===== src/rtl/foc_sup_pkg.sv =====
// Package for the FOC supervisor.
// Holds the state and fault-code encodings and a saturating absolute-value
// helper used by the overcurrent check.
package foc_sup_pkg;

    typedef enum logic [2:0] {
        ST_IDLE     = 3'd0,
        ST_RESET    = 3'd1,
        ST_ALIGN    = 3'd2,
        ST_RUN      = 3'd3,
        ST_STOPPING = 3'd4,
        ST_FAULT    = 3'd5
    } sup_state_t;

    typedef enum logic [1:0] {
        FAULT_NONE = 2'd0,
        FAULT_OC   = 2'd1,
        FAULT_ADC  = 2'd2,
        FAULT_INIT = 2'd3
    } sup_fault_t;

    // |v| as an unsigned 16-bit value. -32768 has no positive twin in 16 bits,
    // so it saturates to 32767.
    function automatic logic [15:0] abs_sat(input logic signed [15:0] v);
        if (v == 16'sh8000) return 16'h7fff;
        else if (v[15])     return ~v + 16'd1;
        else                return v;
    endfunction

endpackage


===== src/rtl/foc_slew_limiter.sv =====
// Combinational slew limiter for one current-aim axis.
// Ports:
//   tgt      in  16s  aim the axis is heading for
//   aim      in  16s  current (registered) aim
//   step     in  16   largest allowed |change| per enabled update
//   en       in  1    apply one ramp step this cycle
//   zero_req in  1    force the next aim to 0 (overrides en)
//   aim_nxt  out 16s  next aim value, registered by the caller
module foc_slew_limiter (
    input  logic signed [15:0] tgt,
    input  logic signed [15:0] aim,
    input  logic        [15:0] step,
    input  logic               en,
    input  logic               zero_req,
    output logic signed [15:0] aim_nxt
);

    // 17 bits so tgt - aim cannot wrap for any pair of 16-bit operands.
    logic signed [16:0] diff;
    logic signed [16:0] step_s;

    always_comb begin
        diff    = {tgt[15], tgt} - {aim[15], aim};
        step_s  = $signed({1'b0, step});
        aim_nxt = aim;
        if (zero_req)              aim_nxt = '0;
        else if (en) begin
            // aim +/- step stays in range: |diff| > step means tgt lies beyond it.
            if (diff > step_s)       aim_nxt = aim + $signed(step);
            else if (diff < -step_s) aim_nxt = aim - $signed(step);
            else                     aim_nxt = tgt;
        end
    end

endmodule


===== src/rtl/foc_supervisor.sv =====
// Run-time sequencer for the FOC current-loop core: owns the core reset,
// waits out rotor alignment, slew-limits the d/q aims and kills PWM on
// overcurrent, ADC stall or loss of init.
// Build option: FOC_SUPERVISOR_ADC_WDOG_EN enables the ADC watchdog
// (sn_adc -> en_adc latency check); without it sn_adc/en_adc are ignored.
// Ports:
//   clk, rstn                  clock, async active-low reset
//   start, stop, fault_clr     1-cycle host command pulses
//   id_target, iq_target       requested d/q currents (16s)
//   foc_rstn                   reset to the FOC core (active low)
//   foc_init_done              core alignment finished
//   en_idq, id, iq             measured d/q currents and their valid pulse
//   sn_adc, en_adc             ADC sample strobe / conversion-done strobe
//   id_aim, iq_aim             slew-limited aims to the core (16s)
//   pwm_kill                   1 = force bridge off
//   state, fault_code          status (state encoding, latched fault cause)
module foc_supervisor
    import foc_sup_pkg::*;
#(
    parameter logic [15:0] RAMP_STEP   = 16'd64,
    parameter logic [15:0] OC_LIMIT    = 16'd12000,
    parameter logic [7:0]  OC_COUNT    = 8'd4,
    parameter logic [15:0] ADC_TIMEOUT = 16'd512,
    parameter logic [15:0] RESET_HOLD  = 16'd1024
) (
    input  logic               clk,
    input  logic               rstn,
    input  logic               start,
    input  logic               stop,
    input  logic               fault_clr,
    input  logic signed [15:0] id_target,
    input  logic signed [15:0] iq_target,
    output logic               foc_rstn,
    input  logic               foc_init_done,
    input  logic               en_idq,
    input  logic signed [15:0] id,
    input  logic signed [15:0] iq,
    input  logic               sn_adc,
    input  logic               en_adc,
    output logic signed [15:0] id_aim,
    output logic signed [15:0] iq_aim,
    output logic               pwm_kill,
    output logic [2:0]         state,
    output logic [1:0]         fault_code
);

    sup_state_t        state_q, state_d;
    sup_fault_t        fault_code_q, fault_code_d;
    logic [15:0]       hold_cnt_q, hold_cnt_d;
    logic [7:0]        oc_cnt_q, oc_cnt_d;
    logic              foc_rstn_q, foc_rstn_d;
    logic              pwm_kill_q, pwm_kill_d;
    logic signed [15:0] id_aim_q, iq_aim_q, id_aim_d, iq_aim_d;

    logic              active, oc_over, oc_trip, adc_trip, init_trip;
    logic              ramp_en, zero_req;
    logic signed [15:0] id_tgt, iq_tgt;

`ifdef FOC_SUPERVISOR_ADC_WDOG_EN
    logic [15:0] wdog_cnt_q, wdog_cnt_d;
`else
    logic adc_unused;
    assign adc_unused = sn_adc ^ en_adc;
`endif

    assign active  = (state_q == ST_RUN) || (state_q == ST_STOPPING);
    assign oc_over = (abs_sat(id) > OC_LIMIT) || (abs_sat(iq) > OC_LIMIT);
    assign oc_trip   = active && (oc_cnt_q >= OC_COUNT);
    assign init_trip = active && !foc_init_done;
`ifdef FOC_SUPERVISOR_ADC_WDOG_EN
    assign adc_trip  = active && (wdog_cnt_q >= ADC_TIMEOUT);
`else
    assign adc_trip  = 1'b0;
`endif

    always_comb begin
        state_d      = state_q;
        fault_code_d = fault_code_q;
        hold_cnt_d   = '0;
        case (state_q)
            ST_IDLE:  if (start) state_d = ST_RESET;
            ST_RESET: begin
                if (stop)                                  state_d = ST_IDLE;
                else if (hold_cnt_q == RESET_HOLD - 16'd1) state_d = ST_ALIGN;
                else                                       hold_cnt_d = hold_cnt_q + 16'd1;
            end
            ST_ALIGN: begin
                if (stop)               state_d = ST_IDLE;
                else if (foc_init_done) state_d = ST_RUN;
            end
            ST_RUN, ST_STOPPING: begin
                if (oc_trip || adc_trip || init_trip) begin
                    state_d      = ST_FAULT;
                    fault_code_d = oc_trip ? FAULT_OC : adc_trip ? FAULT_ADC : FAULT_INIT;
                end else if (state_q == ST_RUN) begin
                    if (stop) state_d = ST_STOPPING;
                end else if (id_aim_q == 16'sd0 && iq_aim_q == 16'sd0) begin
                    state_d = ST_IDLE;
                end
            end
            ST_FAULT: begin
                if (fault_clr) begin
                    state_d      = ST_IDLE;
                    fault_code_d = FAULT_NONE;
                end
            end
            default: state_d = ST_IDLE;
        endcase

        // Consecutive over-limit samples; any in-limit sample restarts the run.
        oc_cnt_d = oc_cnt_q;
        if (!active)             oc_cnt_d = '0;
        else if (en_idq) begin
            if (!oc_over)               oc_cnt_d = '0;
            else if (oc_cnt_q != 8'hff) oc_cnt_d = oc_cnt_q + 8'd1;
        end

`ifdef FOC_SUPERVISOR_ADC_WDOG_EN
        // Non-zero count means a conversion is outstanding. A new sample
        // re-arms even if the previous conversion completes in the same cycle.
        wdog_cnt_d = wdog_cnt_q;
        if (!active)                                     wdog_cnt_d = '0;
        else if (sn_adc)                                 wdog_cnt_d = 16'd1;
        else if (en_adc)                                 wdog_cnt_d = '0;
        else if (wdog_cnt_q != '0 && wdog_cnt_q != '1)   wdog_cnt_d = wdog_cnt_q + 16'd1;
`endif

        foc_rstn_d = (state_d == ST_ALIGN) || (state_d == ST_RUN) || (state_d == ST_STOPPING);
        pwm_kill_d = !foc_rstn_d;

        // Aims clear on any exit from RUN/STOPPING and on fresh RUN entry.
        ramp_en  = active && en_idq;
        zero_req = !((state_d == ST_RUN) || (state_d == ST_STOPPING)) ||
                   ((state_d == ST_RUN) && (state_q != ST_RUN));
        id_tgt   = (state_q == ST_STOPPING) ? 16'sd0 : id_target;
        iq_tgt   = (state_q == ST_STOPPING) ? 16'sd0 : iq_target;
    end

    foc_slew_limiter u_slew_d (
        .tgt(id_tgt), .aim(id_aim_q), .step(RAMP_STEP),
        .en(ramp_en), .zero_req(zero_req), .aim_nxt(id_aim_d)
    );

    foc_slew_limiter u_slew_q (
        .tgt(iq_tgt), .aim(iq_aim_q), .step(RAMP_STEP),
        .en(ramp_en), .zero_req(zero_req), .aim_nxt(iq_aim_d)
    );

    always_ff @(posedge clk or negedge rstn) begin
        if (!rstn) begin
            state_q      <= ST_IDLE;
            fault_code_q <= FAULT_NONE;
            hold_cnt_q   <= '0;
            oc_cnt_q     <= '0;
            foc_rstn_q   <= 1'b0;
            pwm_kill_q   <= 1'b1;
            id_aim_q     <= '0;
            iq_aim_q     <= '0;
        end else begin
            state_q      <= state_d;
            fault_code_q <= fault_code_d;
            hold_cnt_q   <= hold_cnt_d;
            oc_cnt_q     <= oc_cnt_d;
            foc_rstn_q   <= foc_rstn_d;
            pwm_kill_q   <= pwm_kill_d;
            id_aim_q     <= id_aim_d;
            iq_aim_q     <= iq_aim_d;
        end
    end

`ifdef FOC_SUPERVISOR_ADC_WDOG_EN
    always_ff @(posedge clk or negedge rstn) begin
        if (!rstn) wdog_cnt_q <= '0;
        else       wdog_cnt_q <= wdog_cnt_d;
    end
`endif

    assign state      = state_q;
    assign fault_code = fault_code_q;
    assign foc_rstn   = foc_rstn_q;
    assign pwm_kill   = pwm_kill_q;
    assign id_aim     = id_aim_q;
    assign iq_aim     = iq_aim_q;

endmodule


===== config.mk =====
export PLATFORM = sky130hd
export DESIGN_NAME = foc_supervisor
export DESIGN_NICKNAME = d
export VERILOG_FILES = /design/src/rtl/foc_sup_pkg.sv /design/src/rtl/foc_slew_limiter.sv /design/src/rtl/foc_supervisor.sv
export SDC_FILE = /design/constraint.sdc
export NUM_CORES = 1
export LEC_CHECK = 0
export BUFFER_PORTS_ARGS = -buffer_cell sky130_fd_sc_hd__buf_2
export CAP_MARGIN = 0
export CORE_MARGIN = 4
export CORE_UTILIZATION = 59
export CTS_CLUSTER_DIAMETER = 120
export DETAILED_ROUTE_END_ITERATION = 10
export GPL_TIMING_DRIVEN = 0
export HOLD_SLACK_MARGIN = 0.08
export PLACE_DENSITY = 0.83
export SKIP_LAST_GASP = 1
export SLEW_MARGIN = 25
export SYNTH_ARGS = -nofsm -noshare
export SYNTH_HDL_FRONTEND = slang
export SYNTH_SLANG_ARGS = --single-unit

===== constraint.sdc =====
create_clock -name clk -period 5.3 [get_ports clk]
set_clock_uncertainty 0.1 [all_clocks]
set_input_delay 1.06 -clock clk [delete_from_list [all_inputs] [get_ports clk]]
set_output_delay 1.06 -clock clk [all_outputs]
set_load 0.005 [all_outputs]

Yosys cells after proc, flatten, opt, wreduce, memory -nomap -nowiden
Index checks and enable logic that the tools add are counted.
Widths: inputs -> output; s select.
{"block": "classes", "n_mux": 36, "reduce_logical": 23, "eq_ne": 17, "n_lt_le_gt_ge": 7, "bitwise_logic": 2, "addsub": 10}
{"cell": "$mux 16", "count": 17}
{"cell": "$add 16x1->16 const B", "count": 3}
{"cell": "$gt 17x8->1 const B", "count": 2}
{"cell": "$lt 17x7->1 const B", "count": 2}
{"cell": "$sub 16x16->17", "count": 2}
{"cell": "$add 16x8->16 const B", "count": 2}
{"cell": "$eq 16x16->1 const B", "count": 2}
{"cell": "$gt 16x14->1 const B", "count": 2}
{"cell": "$logic_not 16->1", "count": 2}
{"cell": "$mux 8", "count": 4}
{"cell": "$not 16->16", "count": 2}
{"cell": "$sub 16x8->16 const B", "count": 2}
{"cell": "$mux 3", "count": 10}
{"cell": "$eq 16x10->1 const B", "count": 1}
{"cell": "$pmux 3 s5", "count": 1}
{"cell": "$eq 3x2->1 const B", "count": 4}
{"cell": "$eq 3x3->1 const B", "count": 3}
{"cell": "$add 8x1->8 const B", "count": 1}
{"cell": "$ge 8x3->1 const B", "count": 1}
{"cell": "$ne 8x8->1 const B", "count": 1}
{"cell": "$logic_or 1x1->1", "count": 7}
{"cell": "$mux 2", "count": 3}
{"cell": "$ne 2x2->1 const B", "count": 3}
{"cell": "$ne 3x2->1 const B", "count": 2}
{"cell": "9 further kinds", "count": 16}
{"block": "word_totals", "regBits": 63, "out_inout_bits": 39, "elab_cells": 103}

Logic depth before layout (Yosys ltp)
{"block": "logic_depth", "depth_word": 11, "mapped_depth": 19}

By module
A second synthesis with hierarchy kept.
{"block": "hier_totals", "hier_cells": 1504, "hier_area_um2": 11499.8}
{"mod": "foc_slew_limiter (u_slew_d)", "cells_each": 561, "area_each_um2": 4028.9, "instances": 1, "seq_area_each_um2": 0.0}
{"mod": "foc_slew_limiter (u_slew_q)", "cells_each": 548, "area_each_um2": 3902.5, "instances": 1, "seq_area_each_um2": 0.0}
{"mod": "foc_supervisor", "cells_each": 395, "area_each_um2": 3568.4, "instances": 1, "seq_area_each_um2": 1577.8}

Least setup slack after synthesis
No wires, ideal clock.
{"block": "synth_timing", "path_kind": "reg-to-reg", "startpoint": "register state_q[1] (netlist: state[1])", "endpoint": "register id_aim_q[0] (netlist: id_aim[0])", "required_ns": 5.128, "setup_slack_ns": 0.549, "path_stages_with_launch": 17, "t_arrival_ns": 4.578, "path_buffers": 3, "setup_ns": 0.072, "path_cell_list": "dfrtp_1 -> or3b_4 -> buf_2 -> clkbuf_1 -> clkbuf_1 -> and2_1 -> fa_1 -> a211oi_1 -> o211ai_1 -> and4_1 -> a211o_1 -> nor4_1 -> nand4_1 -> o41a_1 -> a211oi_4 -> mux2_4 -> nor2_1"}
{"block": "synth_between", "elab_chain_cells": 11, "elab_cells_between_ends": 39, "cone_classes": "1 x add/sub; 2 x order compare; 8 x eq/ne; 16 x mux; 12 x reduce/logical"}
{"item": "start, declared", "line": "foc_supervisor.sv:47", "source": "sup_state_t state_q, state_d;"}
{"item": "start signal, assigned", "line": "foc_supervisor.sv:160", "source": "state_q <= state_d;"}
{"item": "branches (longest 11 deep; another with $sub 16x16->17)"}
{"item": "end signal, assigned", "line": "foc_supervisor.sv:166", "source": "id_aim_q <= id_aim_d;"}
{"item": "end, declared", "line": "foc_supervisor.sv:53", "source": "logic signed [15:0] id_aim_q, iq_aim_q, id_aim_d, iq_aim_d;"}
Several ways; the timed one is not identified. The select of a mux whose other input is x is not followed.
A chain may end at the register's enable or synchronous reset.

Worst setup path in the final report
{"block": "layout_timing", "startpoint": "register state_q[1] (netlist: state[1])", "endpoint": "register iq_aim_q[1] (netlist: iq_aim[1])"}
{"block": "layout_between", "elab_chain_cells": 11, "elab_cells_between_ends": 39, "cone_classes": "1 x add/sub; 2 x order compare; 8 x eq/ne; 16 x mux; 12 x reduce/logical"}
{"item": "branches (longest 11 deep; another with $sub 16x16->17)"}
{"item": "end signal, assigned", "line": "foc_supervisor.sv:167", "source": "iq_aim_q <= iq_aim_d;"}
{"item": "end, declared", "line": "foc_supervisor.sv:53"}
Several ways; the timed one is not identified. The select of a mux whose other input is x is not followed.

==> impl_metrics.tcl <==
set metrics [dict create \
    status "finished, final reports clean" \
    clkTransAtPathRegs_ps 60 \
    worstHoldPathType "register to register" \
    power_density_nw_per_um2 184.2 \
    grt_max_degree 34 \
    first_pass_iters 8 \
    ys_seq_area_frac 0.2268 \
    syn_nets 1028 \
    p_comb_frac 0.195 \
    ys_warn_count 0 \
    async_flop_share 1.000 \
    clk_latency_ps 340 \
    root_buffer "clkbuf_16" \
    leakagePower_nw 3.511 \
    die_height_um 116.6 \
    power.internal_mw 1.071 \
    cp-end-kind "register" \
    synth_area_leader_cell "dfrtp_1" \
    start_kind "register" \
    ir_worst_vdd_mv 0.3281 \
    grt.total_usage 0.2931 \
    routed_wl_um 20030 \
    worstMarginPinSlew_ps 787.0 \
    maxCapViolCount 0 \
    cp_data_required_time_ps 5390 \
    coreArea_um2 11470 \
    grt_setup_unrepaired "false" \
    nets 1152 \
    syn_area_um2 6957 \
    dp_slack_ps -308.8 \
    synth_area_leaders "dfrtp_1 (22%), ha_1 (7.4%), nor2_1 (4.7%)" \
    via_count 7588 \
    clock_path_buffers 2 \
    drt_first_iter_violations 840 \
    ant_nets 0 \
    grt_first_pass_wirelength_um 32550 \
    via_per_inst 6.409 \
    power_mw 1.495 \
    path_max_fanout 19 \
    io_pins 112 \
    slew_headroom 0.4707 \
    cts.sinks 63 \
    drv_slew 0 \
    gp_congestion 0.9629 \
    area_growth_pct 16.64 \
    htree_num_levels 3 \
    p_switching_uw 423.3 \
    drc 0 \
    fill_cells 951 \
    max_freq_ghz 0.2016 \
    cts_tree "built" \
    dieArea_um2 13590 \
    rows 39 \
    fin_crit_ps 4961 \
    hold_viol 0 \
    cts_hold_buf 0 \
    fin_crit_sh 0.9360 \
    grt_pass1_vias 6941 \
    pwr-share-clk 0.477 \
    diodes 0 \
    criticalPathCategory "register to register" \
    drive_above_1_share 0.1604 \
    dieWidth_um 116.6 \
    portBuffers 108 \
    pwr-share-seq 0.328 \
    synth-edff-count 0 \
    cts_buffers 9 \
    p_sw_frac 0.2832 \
    synth.top_cell.area_share 0.2230 \
    avgSynthCellArea_um2 7.628 \
    place.detailed.hpwl_um 15610 \
    synth_cells 912 \
    finalSetupViolations 0 \
    gr-total-overflow 0 \
    utilization 0.7076 \
    crit_arrival_ps 5050 \
    initial_utilization 0.6067 \
    antenna_found_initial 0 \
    wl_per_cell_um 16.91 \
    ys_seq_elements 63 \
    synth.distinct_cells 83 \
    setup_ws_ps 339.1 \
    synthFlopType "dfrtp_1" \
]
==> registers in the layout, indices dropped and copies added, names as in the netlist <==
register and count:
fault_code 2, foc_rstn 1, hold_cnt_q 16, id_aim 16
iq_aim 16, oc_cnt_q 8, pwm_kill 1, state 3
==> metrics by stage <==
| stage | std cells | TNS [ps] | hold WS, ps | instance area [um^2] |
|---|---|---|---|---|
| after detailed placement | 1164 | -2731 | 375.1 | 7699 |
| after global placement | 1163 | -2613 | 361.7 | 7676 |
| after global routing | 1184 | 0 | 397.3 | 8114 |
| after CTS | 1184 | 0 | 383.1 | 8107 |
| final | 1184 | 0 | 382.7 | 8114 |
| after floorplan | 912 | 0 | 347.9 | 6957 |
==> worst paths after layout <==
| path | from | to | slack [ps] | cells after the start |
|---|---|---|---|---|
| max in group asynchronous | rstn | pwm_kill | 3960 | 2 |
| worst min-delay path | hold_cnt_q[0] | hold_cnt_q[0] | 380 | 1 |
| min in group asynchronous | rstn | id_aim[10] | 560 | 1 |
| worst max register to register | state[1] | iq_aim[1] | 340 | 17 |
| worst max-delay path | state[1] | iq_aim[1] | 340 | 17 |
| worst min register to register | hold_cnt_q[0] | hold_cnt_q[0] | 380 | 1 |
==> power by group through the flow <==
stage / Combinational, mW / Clock, mW / Sequential, mW
floorplan: 0.187 / 0 / 0.499
global placement: 0.276 / 0 / 0.499
detailed placement: 0.283 / 0 / 0.499
CTS: 0.287 / 0.715 / 0.491
global route: 0.324 / 0.740 / 0.491
finish: 0.291 / 0.713 / 0.491
==> kinds of logic (layout without fill, tap and decap cells) <==
logic type | count (synthesis) | in the layout | synth area share
AO/OA/AOI/OAI | 242 | 242 | 0.2484
XOR/XNOR | 52 | 52 | 0.06547
adder cells (fa/ha/maj) | 44 | 44 | 0.08094
buffers and inverters | 96 | 225 | 0.05342
flip-flops | 63 | 63 | 0.2268
multiplexers | 17 | 17 | 0.02518
AND/OR/NAND/NOR | 398 | 398 | 0.2998
==> cell usage after synthesis (all sizes together), types with 4 or more instances <==
master,count
a2111oi,5
a211oi,14
a21boi,6
a21o,12
a21oi,38
a31o,4
a31oi,17
a32o,6
a41oi,5
and2,33
and3,23
buf,4
clkbuf,31
dfrtp,62
ha,41
inv,61
mux2i,16
nand2,78
nand2b,14
nand3,41
nand3b,5
nand4,12
nand4b,4
nor2,87
nor2b,8
nor3,32
nor3b,4
nor4,16
nor4b,4
o211a,5
o211ai,18
o21a,5
o21ai,46
o21bai,5
o311ai,4
o31ai,12
o41ai,4
or2,8
or3,10
or4,5
xnor2,27
xor2,25
==> layer usage <==
layer,routed length (um),track usage
met2,9298,0.4805
met1,8499,0.3838
met3,1676,0.05907
met5,0,0
met4,553,0.1078
==> critical path, stage by stage (launching register included) <==
cell and delay [ps]:
dfrtp_2 480, or3b_4 450, buf_4 230, clkbuf_2 200, nand2_1 100, ha_1 160
inv_1 60, fa_1 410, a21o_1 190, a221oi_1 310, xor2_1 130, or2_2 290
nor4_1 290, nand3_1 150, or3b_2 530, a21oi_2 400, mux2i_1 240, nor2_1 60
==> what timing repair did <==
action,CTS,global route
pin swaps,1,4
gates resized for setup,2,10
buffers inserted,5,0
endpoints found under the setup margin,19,25
==> cell type report <==
| type | instances | area [um^2] | area share |
|---|---|---|---|
| well taps | 143 | 178.9 | 0.02205 |
| multi-input cells | 753 | 5016 | 0.6182 |
| clock buffers | 9 | 225.2 | 0.02776 |
| inverters | 61 | 229.0 | 0.02822 |
| plain buffers | 34 | 145.1 | 0.01789 |
| flip-flops and latches | 63 | 1579 | 0.1946 |
| repair buffers | 114 | 613.1 | 0.07556 |
| clock inverters | 7 | 127.6 | 0.01573 |
==> layout by cell type (no fill, tap or decap), drive strengths merged, types with 16 or more instances in the layout <==
cell / n
a21oi: 38
xor2: 25
o211ai: 18
and2: 33
nor2: 87
xnor2: 27
inv: 64
nand3: 41
nor4: 16
a31oi: 17
buf: 119
o21ai: 46
and3: 23
clkbuf: 38
nand2: 78
ha: 41
dfrtp: 62
mux2i: 16
nor3: 32
(Power assumes the default switching activity.)
